[config.mk]
export PLATFORM = sky130hd
export DESIGN_NAME = md_pad_scanner
export DESIGN_NICKNAME = d
export VERILOG_FILES = /design/src/rtl/md_pad_pkg.sv /design/src/rtl/md_pad_sync.sv /design/src/rtl/md_pad_scanner.sv
export SDC_FILE = /design/constraint.sdc
export NUM_CORES = 1
export LEC_CHECK = 0
export CORE_UTILIZATION = 35
export CTS_BUF_LIST = sky130_fd_sc_hd__clkbuf_8
export DETAILED_ROUTE_END_ITERATION = 12
export SLEW_MARGIN = 10
export SYNTH_ARGS = -nofsm -noshare
export SYNTH_HDL_FRONTEND = slang
export SYNTH_HIERARCHICAL = 1
export SYNTH_SLANG_ARGS = --single-unit
[constraint.sdc]
create_clock -name clk_sys -period 2.1 [get_ports clk_sys]
set_input_delay 0.42 -clock clk_sys [delete_from_list [all_inputs] [get_ports clk_sys]]
set_output_delay 0.42 -clock clk_sys [all_outputs]
set_load 0.05 [all_outputs]
[src/rtl/md_pad_pkg.sv]
// rtl/md_pad_pkg.sv - shared constants and FSM state type for the Mega Drive pad scanner
package md_pad_pkg;

    localparam int JOY_W = 12;
    localparam int PIN_W = 6;

    // Bit positions in the published active-high button word
    localparam int BIT_R     = 0;
    localparam int BIT_L     = 1;
    localparam int BIT_D     = 2;
    localparam int BIT_U     = 3;
    localparam int BIT_B     = 4;
    localparam int BIT_C     = 5;
    localparam int BIT_A     = 6;
    localparam int BIT_START = 7;
    localparam int BIT_MODE  = 8;
    localparam int BIT_X     = 9;
    localparam int BIT_Y     = 10;
    localparam int BIT_Z     = 11;

    // Physical pin positions on joy_in; meaning depends on the SELECT phase
    localparam int PIN_RIGHT_MODE = 0;
    localparam int PIN_LEFT_X     = 1;
    localparam int PIN_DOWN_Y     = 2;
    localparam int PIN_UP_Z       = 3;
    localparam int PIN_B_A        = 4;
    localparam int PIN_C_START    = 5;

    typedef enum logic {
        ST_GAP   = 1'b0,
        ST_PHASE = 1'b1
    } scan_state_e;

endpackage

[src/rtl/md_pad_sync.sv]
// rtl/md_pad_sync.sv - two-flop synchronizer with a configurable reset value
module md_pad_sync #(
    parameter int               WIDTH     = 1,
    parameter logic [WIDTH-1:0] RESET_VAL = '0
) (
    input  logic             clk_i,
    input  logic             resetn_i,
    input  logic [WIDTH-1:0] d_i,
    output logic [WIDTH-1:0] q_o
);

    logic [WIDTH-1:0] meta_q;
    logic [WIDTH-1:0] sync_q;

    always_ff @(posedge clk_i) begin
        if (!resetn_i) begin
            meta_q <= RESET_VAL;
            sync_q <= RESET_VAL;
        end else begin
            meta_q <= d_i;
            sync_q <= meta_q;
        end
    end

    assign q_o = sync_q;

endmodule

[src/rtl/md_pad_scanner.sv]
// rtl/md_pad_scanner.sv - scans two Mega Drive 3/6-button pads and publishes per-port button words
module md_pad_scanner
    import md_pad_pkg::*;
#(
    parameter int PHASE_CYCLES = 400,
    parameter int GAP_CYCLES   = 60000
) (
    input  logic              clk_sys,
    input  logic              reset_n,
    input  logic [PIN_W-1:0]  joy_in,
    output logic              joy_mdsel,
    output logic              joy_split,
    output logic [JOY_W-1:0]  joystick1,
    output logic [JOY_W-1:0]  joystick2,
    output logic              present1,
    output logic              present2,
    output logic              six_btn1,
    output logic              six_btn2
);

    localparam int CNT_MAX = (GAP_CYCLES > PHASE_CYCLES) ? GAP_CYCLES : PHASE_CYCLES;
    localparam int CNT_W   = $clog2(CNT_MAX);
    localparam logic [CNT_W-1:0] GAP_LAST   = CNT_W'(GAP_CYCLES - 1);
    localparam logic [CNT_W-1:0] PHASE_LAST = CNT_W'(PHASE_CYCLES - 1);

    logic [PIN_W-1:0] pins_sync;
    logic [PIN_W-1:0] pad_s;

    scan_state_e      state_q,  state_d;
    logic             port_q,   port_d;
    logic [2:0]       phase_q,  phase_d;
    logic [CNT_W-1:0] cnt_q,    cnt_d;
    logic [JOY_W-1:0] shadow_q, shadow_d;
    logic             md_q,     md_d;
    logic             six_q,    six_d;
    logic [JOY_W-1:0] joy1_q,   joy1_d;
    logic [JOY_W-1:0] joy2_q,   joy2_d;
    logic             pres1_q,  pres1_d;
    logic             pres2_q,  pres2_d;
    logic             six1_q,   six1_d;
    logic             six2_q,   six2_d;
    logic [JOY_W-1:0] commit_word;

    // Pins idle high, so "released" is all ones on the raw side
    md_pad_sync #(
        .WIDTH     (PIN_W),
        .RESET_VAL ({PIN_W{1'b1}})
    ) u_sync (
        .clk_i    (clk_sys),
        .resetn_i (reset_n),
        .d_i      (joy_in),
        .q_o      (pins_sync)
    );

    assign pad_s = ~pins_sync;

    always_comb begin
        commit_word = shadow_q;
        if (!md_q) begin
            commit_word[JOY_W-1:BIT_A] = '0;
        end
        if (!six_q) begin
            commit_word[JOY_W-1:BIT_MODE] = '0;
        end
    end

    always_comb begin
        state_d  = state_q;
        port_d   = port_q;
        phase_d  = phase_q;
        cnt_d    = cnt_q;
        shadow_d = shadow_q;
        md_d     = md_q;
        six_d    = six_q;
        joy1_d   = joy1_q;
        joy2_d   = joy2_q;
        pres1_d  = pres1_q;
        pres2_d  = pres2_q;
        six1_d   = six1_q;
        six2_d   = six2_q;

        case (state_q)
            ST_GAP: begin
                if (cnt_q == GAP_LAST) begin
                    cnt_d   = '0;
                    phase_d = 3'd0;
                    state_d = ST_PHASE;
                end else begin
                    cnt_d = cnt_q + CNT_W'(1);
                end
            end
            ST_PHASE: begin
                if (cnt_q == PHASE_LAST) begin
                    cnt_d   = '0;
                    phase_d = phase_q + 3'd1;
                    case (phase_q)
                        3'd0: begin
                            shadow_d        = '0;
                            shadow_d[BIT_R] = pad_s[PIN_RIGHT_MODE];
                            shadow_d[BIT_L] = pad_s[PIN_LEFT_X];
                            shadow_d[BIT_D] = pad_s[PIN_DOWN_Y];
                            shadow_d[BIT_U] = pad_s[PIN_UP_Z];
                            shadow_d[BIT_B] = pad_s[PIN_B_A];
                            shadow_d[BIT_C] = pad_s[PIN_C_START];
                            md_d            = 1'b0;
                            six_d           = 1'b0;
                        end
                        3'd1: begin
                            md_d = pad_s[PIN_LEFT_X] & pad_s[PIN_RIGHT_MODE];
                            if (pad_s[PIN_LEFT_X] & pad_s[PIN_RIGHT_MODE]) begin
                                shadow_d[BIT_A]     = pad_s[PIN_B_A];
                                shadow_d[BIT_START] = pad_s[PIN_C_START];
                            end
                        end
                        3'd5: begin
                            six_d = &pad_s[PIN_UP_Z:PIN_RIGHT_MODE];
                        end
                        3'd6: begin
                            if (six_q) begin
                                shadow_d[BIT_MODE] = pad_s[PIN_RIGHT_MODE];
                                shadow_d[BIT_X]    = pad_s[PIN_LEFT_X];
                                shadow_d[BIT_Y]    = pad_s[PIN_DOWN_Y];
                                shadow_d[BIT_Z]    = pad_s[PIN_UP_Z];
                            end
                        end
                        3'd7: begin
                            // Single-cycle transfer so a port never shows a partial scan
                            if (!port_q) begin
                                joy1_d  = commit_word;
                                pres1_d = md_q;
                                six1_d  = six_q;
                            end else begin
                                joy2_d  = commit_word;
                                pres2_d = md_q;
                                six2_d  = six_q;
                            end
                            port_d  = ~port_q;
                            phase_d = 3'd0;
                            state_d = ST_GAP;
                        end
                        default: begin
                        end
                    endcase
                end else begin
                    cnt_d = cnt_q + CNT_W'(1);
                end
            end
            default: begin
                state_d = ST_GAP;
            end
        endcase
    end

    always_ff @(posedge clk_sys) begin
        if (!reset_n) begin
            state_q  <= ST_GAP;
            port_q   <= 1'b0;
            phase_q  <= 3'd0;
            cnt_q    <= '0;
            shadow_q <= '0;
            md_q     <= 1'b0;
            six_q    <= 1'b0;
            joy1_q   <= '0;
            joy2_q   <= '0;
            pres1_q  <= 1'b0;
            pres2_q  <= 1'b0;
            six1_q   <= 1'b0;
            six2_q   <= 1'b0;
        end else begin
            state_q  <= state_d;
            port_q   <= port_d;
            phase_q  <= phase_d;
            cnt_q    <= cnt_d;
            shadow_q <= shadow_d;
            md_q     <= md_d;
            six_q    <= six_d;
            joy1_q   <= joy1_d;
            joy2_q   <= joy2_d;
            pres1_q  <= pres1_d;
            pres2_q  <= pres2_d;
            six1_q   <= six1_d;
            six2_q   <= six2_d;
        end
    end

    // SELECT idles high in the gap so the external port mux switches cleanly
    assign joy_mdsel = (state_q == ST_GAP) ? 1'b1 : ~phase_q[0];
    assign joy_split = port_q;
    assign joystick1 = joy1_q;
    assign joystick2 = joy2_q;
    assign present1  = pres1_q;
    assign present2  = pres2_q;
    assign six_btn1  = six1_q;
    assign six_btn2  = six2_q;

endmodule

## Word-level counts from Yosys, hierarchy flattened

Index checks and enable logic that the tools add are counted.

- Register bits after elaboration: 75
- Bits in latches: 0
- Bits in writable memories: 0
- Bits in read-only memories: 0
- Input bits: 8
- Output and inout port bits: 30
- Logic and storage cells: 68
- Memories kept: 0

- $add $sub $neg: 2
- Multiply operators: 0
- Div/mod/pow operators: 0
- $lt $le $gt $ge: 0
- Equal/unequal tests: 10
- Shift-type cells: 0
- Multiplexer cells: 20
- Bitwise logic cells: 5
- Reduce and logical (&&, ||, !) cells: 14

Operators with widths:

| kind | number |
|---|---|
| $mux 16 | 2 |
| $pmux 16 s2 | 1 |
| $reduce_and 4->1 | 5 |
| $add 16x1->16 const B | 1 |
| $eq 16x16->1 const B | 1 |
| $eq 16x9->1 const B | 1 |
| $reduce_and 3->1 | 4 |
| $eq 3x3->1 const B | 3 |
| $mux 3 | 3 |
| $mux 4 | 2 |
| $pmux 4 s2 | 1 |
| $mux 6 | 1 |
| $ne 2x2->1 const B | 3 |
| $not 6->6 | 1 |
| $pmux 1 s2 | 3 |
| $pmux 3 s2 | 1 |
| $reduce_bool 2->1 | 3 |
| $mux 1 | 4 |
| $pmux 2 s2 | 1 |
| $add 3x1->3 const B | 1 |
| $eq 3x1->1 const B | 1 |
| $logic_not 3->1 | 1 |
| $not 1->1 | 3 |
| $mux 2 | 1 |
| 3 further kinds | 3 |

## Depth between registers and ports, before layout

- Depth after elaboration: 4
- Depth in mapped cells: 8
- Depth with buffers taken out: 6

## Modules after synthesis

The synthesis kept the hierarchy.

By module, submodules not included:

| module | instances | cells an instance | area an instance (sq um) | seq. area each (sq um) |
|---|---|---|---|---|
| md_pad_scanner | 1 | 336 | 2916.5 | 1261.2 |
| md_pad_sync | 1 | 25 | 339.1 | 240.2 |

## Worst setup path after synthesis

OpenSTA, ideal clock, no wires.

- Path kind: reg2reg
- From: register cnt_q[0]
- To: register cnt_q[3]
- Setup time: 0.127 ns
- Arrival: 1.625 ns
- Data required time: 1.973 ns
- Setup slack: 0.348 ns
- Cell stages (with the launch flop): 8
- Buffers on the path: 2
- Period minus slack after synthesis: 1.752 ns
- Path through: dfxtp_1 -> ha_1 -> and4_1 -> buf_2 -> nand2_1 -> nor4_4 -> buf_4 -> nor3_1

- Word-level cells in the longest chain between the ends: 3
- Elaborated cells between the ends (all ways): 6
- Those cells by class: 1 x add/sub; 2 x eq/ne; 3 x mux

RTL lines:

| element | line | text |
|---|---|---|
| start: declaration | md_pad_scanner.sv:32 | `logic [CNT_W-1:0] cnt_q, cnt_d;` |
| start signal: assignment | md_pad_scanner.sv:173 | `cnt_q <= cnt_d;` |
| $add 16x1->16, or another cell as far along | md_pad_scanner.sv:89, md_pad_scanner.sv:145 |  |
| $mux 16, on equally long branches | md_pad_scanner.sv:93, md_pad_scanner.sv:84 |  |
| $pmux 16 s2 * | md_pad_scanner.sv:82 | `case (state_q)` |

Mark *: on every way between the ends. The rest lies on a longest branch, timed or not.
A chain may end at the register's enable or synchronous reset.

## Worst setup path in the final report

- From: register port_q (netlist: joy_split)
- To: output port joy_split

RTL lines:

| element | line | text |
|---|---|---|
| start: declaration | md_pad_scanner.sv:30 | `logic port_q, port_d;` |
| start signal: assignment | md_pad_scanner.sv:171 | `port_q <= port_d;` |
| end: declaration | md_pad_scanner.sv:12 | `output logic joy_split,` |

No word-level cell between the ends.

==> run metrics <==
main area contributors after synthesis=dfxtp_1 (46%), a21oi_1 (5.8%), o21ai_0 (5.8%); Placeable Area=8848 um2; f_max=504.1 MHz; slowest cell on the critical path=clkdlybuf4s50_1; Clock Latency Late Sink=360 ps; Reg2Reg Launch Point=cnt_q[0]$_SDFF_PN0_; HPWL Detailed=5.047 mm; sequential fraction of the synthesis area=46.12%; RSZ-0062 raised after global routing=no; crit start category=flip-flop; max incr delay on CP=820 ps; CP max FO=5; R2R Setup Slk=170 ps; drt total wl=7.294 mm; Post-synth top flop=dfxtp_1; initial antenna violation count=0; synthesized area=3256 um2; WHS=412.1 ps; Root Driver=clkbuf_8; Async SR Flop Fraction=0%; CTS Hold Bufs=0; CTS sink count=75; worst min-delay path class=reg2reg; clock-pin slew on the worst setup and hold paths=80 ps; Final Hold Fails=0; Setup crit end kind=primary output; Post-DRT Antenna Nets=0; num ports=38; power per cell area=705.4 nW/um2; final period utilization=94.47%; die area=9691 um2; setup bufs post-CTS=0; routed length per instance=14.36 um; GRT Resource Usage Total=16.18%; final setup margin=116.2 ps; slew of the pin with the lowest slew margin=513.3 ps; Yosys cell types=49; relative max-transition margin=65.69%; Synthesized Nets=375; area leader, netlist=dfxtp_1; average size of a mapped cell=9.018 um2; Worst path top cell family by delay=buffers and inverters; Syn Inst Count=361; maximum vdd drop=0.2829 mV; CTS tree=done; failing checks=design-rule violations; ant diodes=0; Die Height=98.45 um; Placer Congestion=0.8401; Starting Density=36.79%; ratio of cells with drive above 1 in the final layout=12.25%; CTS HTree Levels=3; Worst Path Buf+Inv=1; crit path cell chain=clkdlybuf4s50_1; CTS Buf Count=9; Rows=34; Placed Area=3742 um2; Leakage=1.317 nW; Clock Skew=14.92 ps; max-cap viol count=0; #FFs+latches synth=75; Congestion Overflow GR=0; Critical Path Sink=joy_split; PortBufs=37; global-route wire length before repair=12.46 mm; overall power=0.002802 W; YS warnings=6; Worst R2R End=shadow_q[11]$_SDFFE_PN0P_; CP arrival=1560 ps; Area growth, synth to finish=22.02%; drt initial violations=88; Final #Nets=409; most frequent cell after synthesis=dfxtp_1; Yosys top cell area share=46.12%; number of global-route vias before repair=2524; largest net degree at the start of global routing=37; post-CTS sizing=0; fin crit period=1984 ps; vias per cell=5.331; critical path required time=1680 ps; reg2reg path depth=5; CP Class=reg2out; Crit. Startpoint=joy_split$_SDFFE_PN0P_; Commonest cells post-synth=dfxtp_1 (75), a21oi_1 (38), o21ai_0 (38); design area=3973 um2; Crit. path cell count=1; clock tree buffer depth=2; Detailed Routing Iterations Pass 1=9; drt drc=6; via count=2708; total negative setup slack=0 ps; Setup-failing EPs final=0; status=finished with violations; Setup Slack @ Placement=181.6 ps; Die X=98.45 um; final slew viol count=0; number of flops mapped to enable cells by yosys=0
power breakdown:
| group | total (W) | internal (W) | switching, W |
|---|---|---|---|
| combinational | 0.0000634 | 0.0000298 | 0.0000336 |
| clock | 0.00129 | 0.000694 | 0.000598 |
| sequential | 0.00145 | 0.00144 | 0.0000103 |
area by class of cell:
type	instances	area, um2
Clock buffer	9	123.9
Clock inverter	7	106.4
Fill cell	906	4876
Inverter	6	22.52
Multi-Input combinational cell	252	1598
Sequential cell	75	1501
Tap cell	108	135.1
Timing Repair Buffer	51	485.5
logic make-up (layout without fill, tap and decap cells):
kind of cell	Yosys count	count (layout)	synth area share, %
simple gates	140	140	27.06
compound gates	90	90	15.22
flops	75	75	46.12
buf+inv	34	73	4.804
xor+xnor	11	11	2.959
fa+ha+maj	6	6	2.306
mux	5	5	1.537
sequential cells by signal, summed over array words and instances, names as in the netlist, 3 cells and up:
name,count
cnt_q,16
joystick2,12
u_sync/meta_q,6
phase_q,3
joystick1,12
u_sync/q_o,6
shadow_q,12
per-layer routing:
layer	up-vias	global-route usage (%)	part of all wire (%)
li1	1384	-	-
met1	1265	21.74	49
met2	49	24.86	45
met3	10	3.688	4.0
met4	0	7.233	1.5
met5	-	0	0
metrics by stage:
step | util, % | instances
floorplan | - | 361
global placement | 42.29 | 492
detailed placement | 42.29 | 492
CTS | 44.90 | 508
global route | 44.90 | 508
finish | 44.90 | 508
layout by cell type, fill, tap and decap left out, types with 4 or more instances in the layout:
cell type and count:
dfxtp_1 75, nor2_1 7, xor2_1 5, nand3b_1 4
ha_1 6, and3_1 8, or3_1 8, nand2_1 12
buf_4 14, a21oi_1 38, o21ai_0 38, clkbuf_8 9
and4_1 4, nand2b_1 8, nor3_1 11, mux2i_1 5
inv_1 6, inv_6 4, nand3_1 31, xnor2_1 6
nand2b_2 5, clkdlybuf4s50_1 36, nand4_1 17
how the worst min path moves through the flow:
stage          slack (ps)                        start  cells after the start                  endpoint
6_report              410  u_sync/meta_q[0]$_SDFF_PN1_                      1  u_sync/q_o[0]$_SDFF_PN1_
5_1_grt               440  u_sync/meta_q[0]$_SDFF_PN1_                      1  u_sync/q_o[0]$_SDFF_PN1_
4_1_cts               410  u_sync/meta_q[5]$_SDFF_PN1_                      1  u_sync/q_o[5]$_SDFF_PN1_
3_5_place_dp          390  u_sync/meta_q[5]$_SDFF_PN1_                      1  u_sync/q_o[5]$_SDFF_PN1_
3_3_place_gp          390  u_sync/meta_q[4]$_SDFF_PN1_                      1  u_sync/q_o[4]$_SDFF_PN1_
2_1_floorplan         390  u_sync/meta_q[0]$_SDFF_PN1_                      1  u_sync/q_o[0]$_SDFF_PN1_
Power figures use the tool's default switching activity.
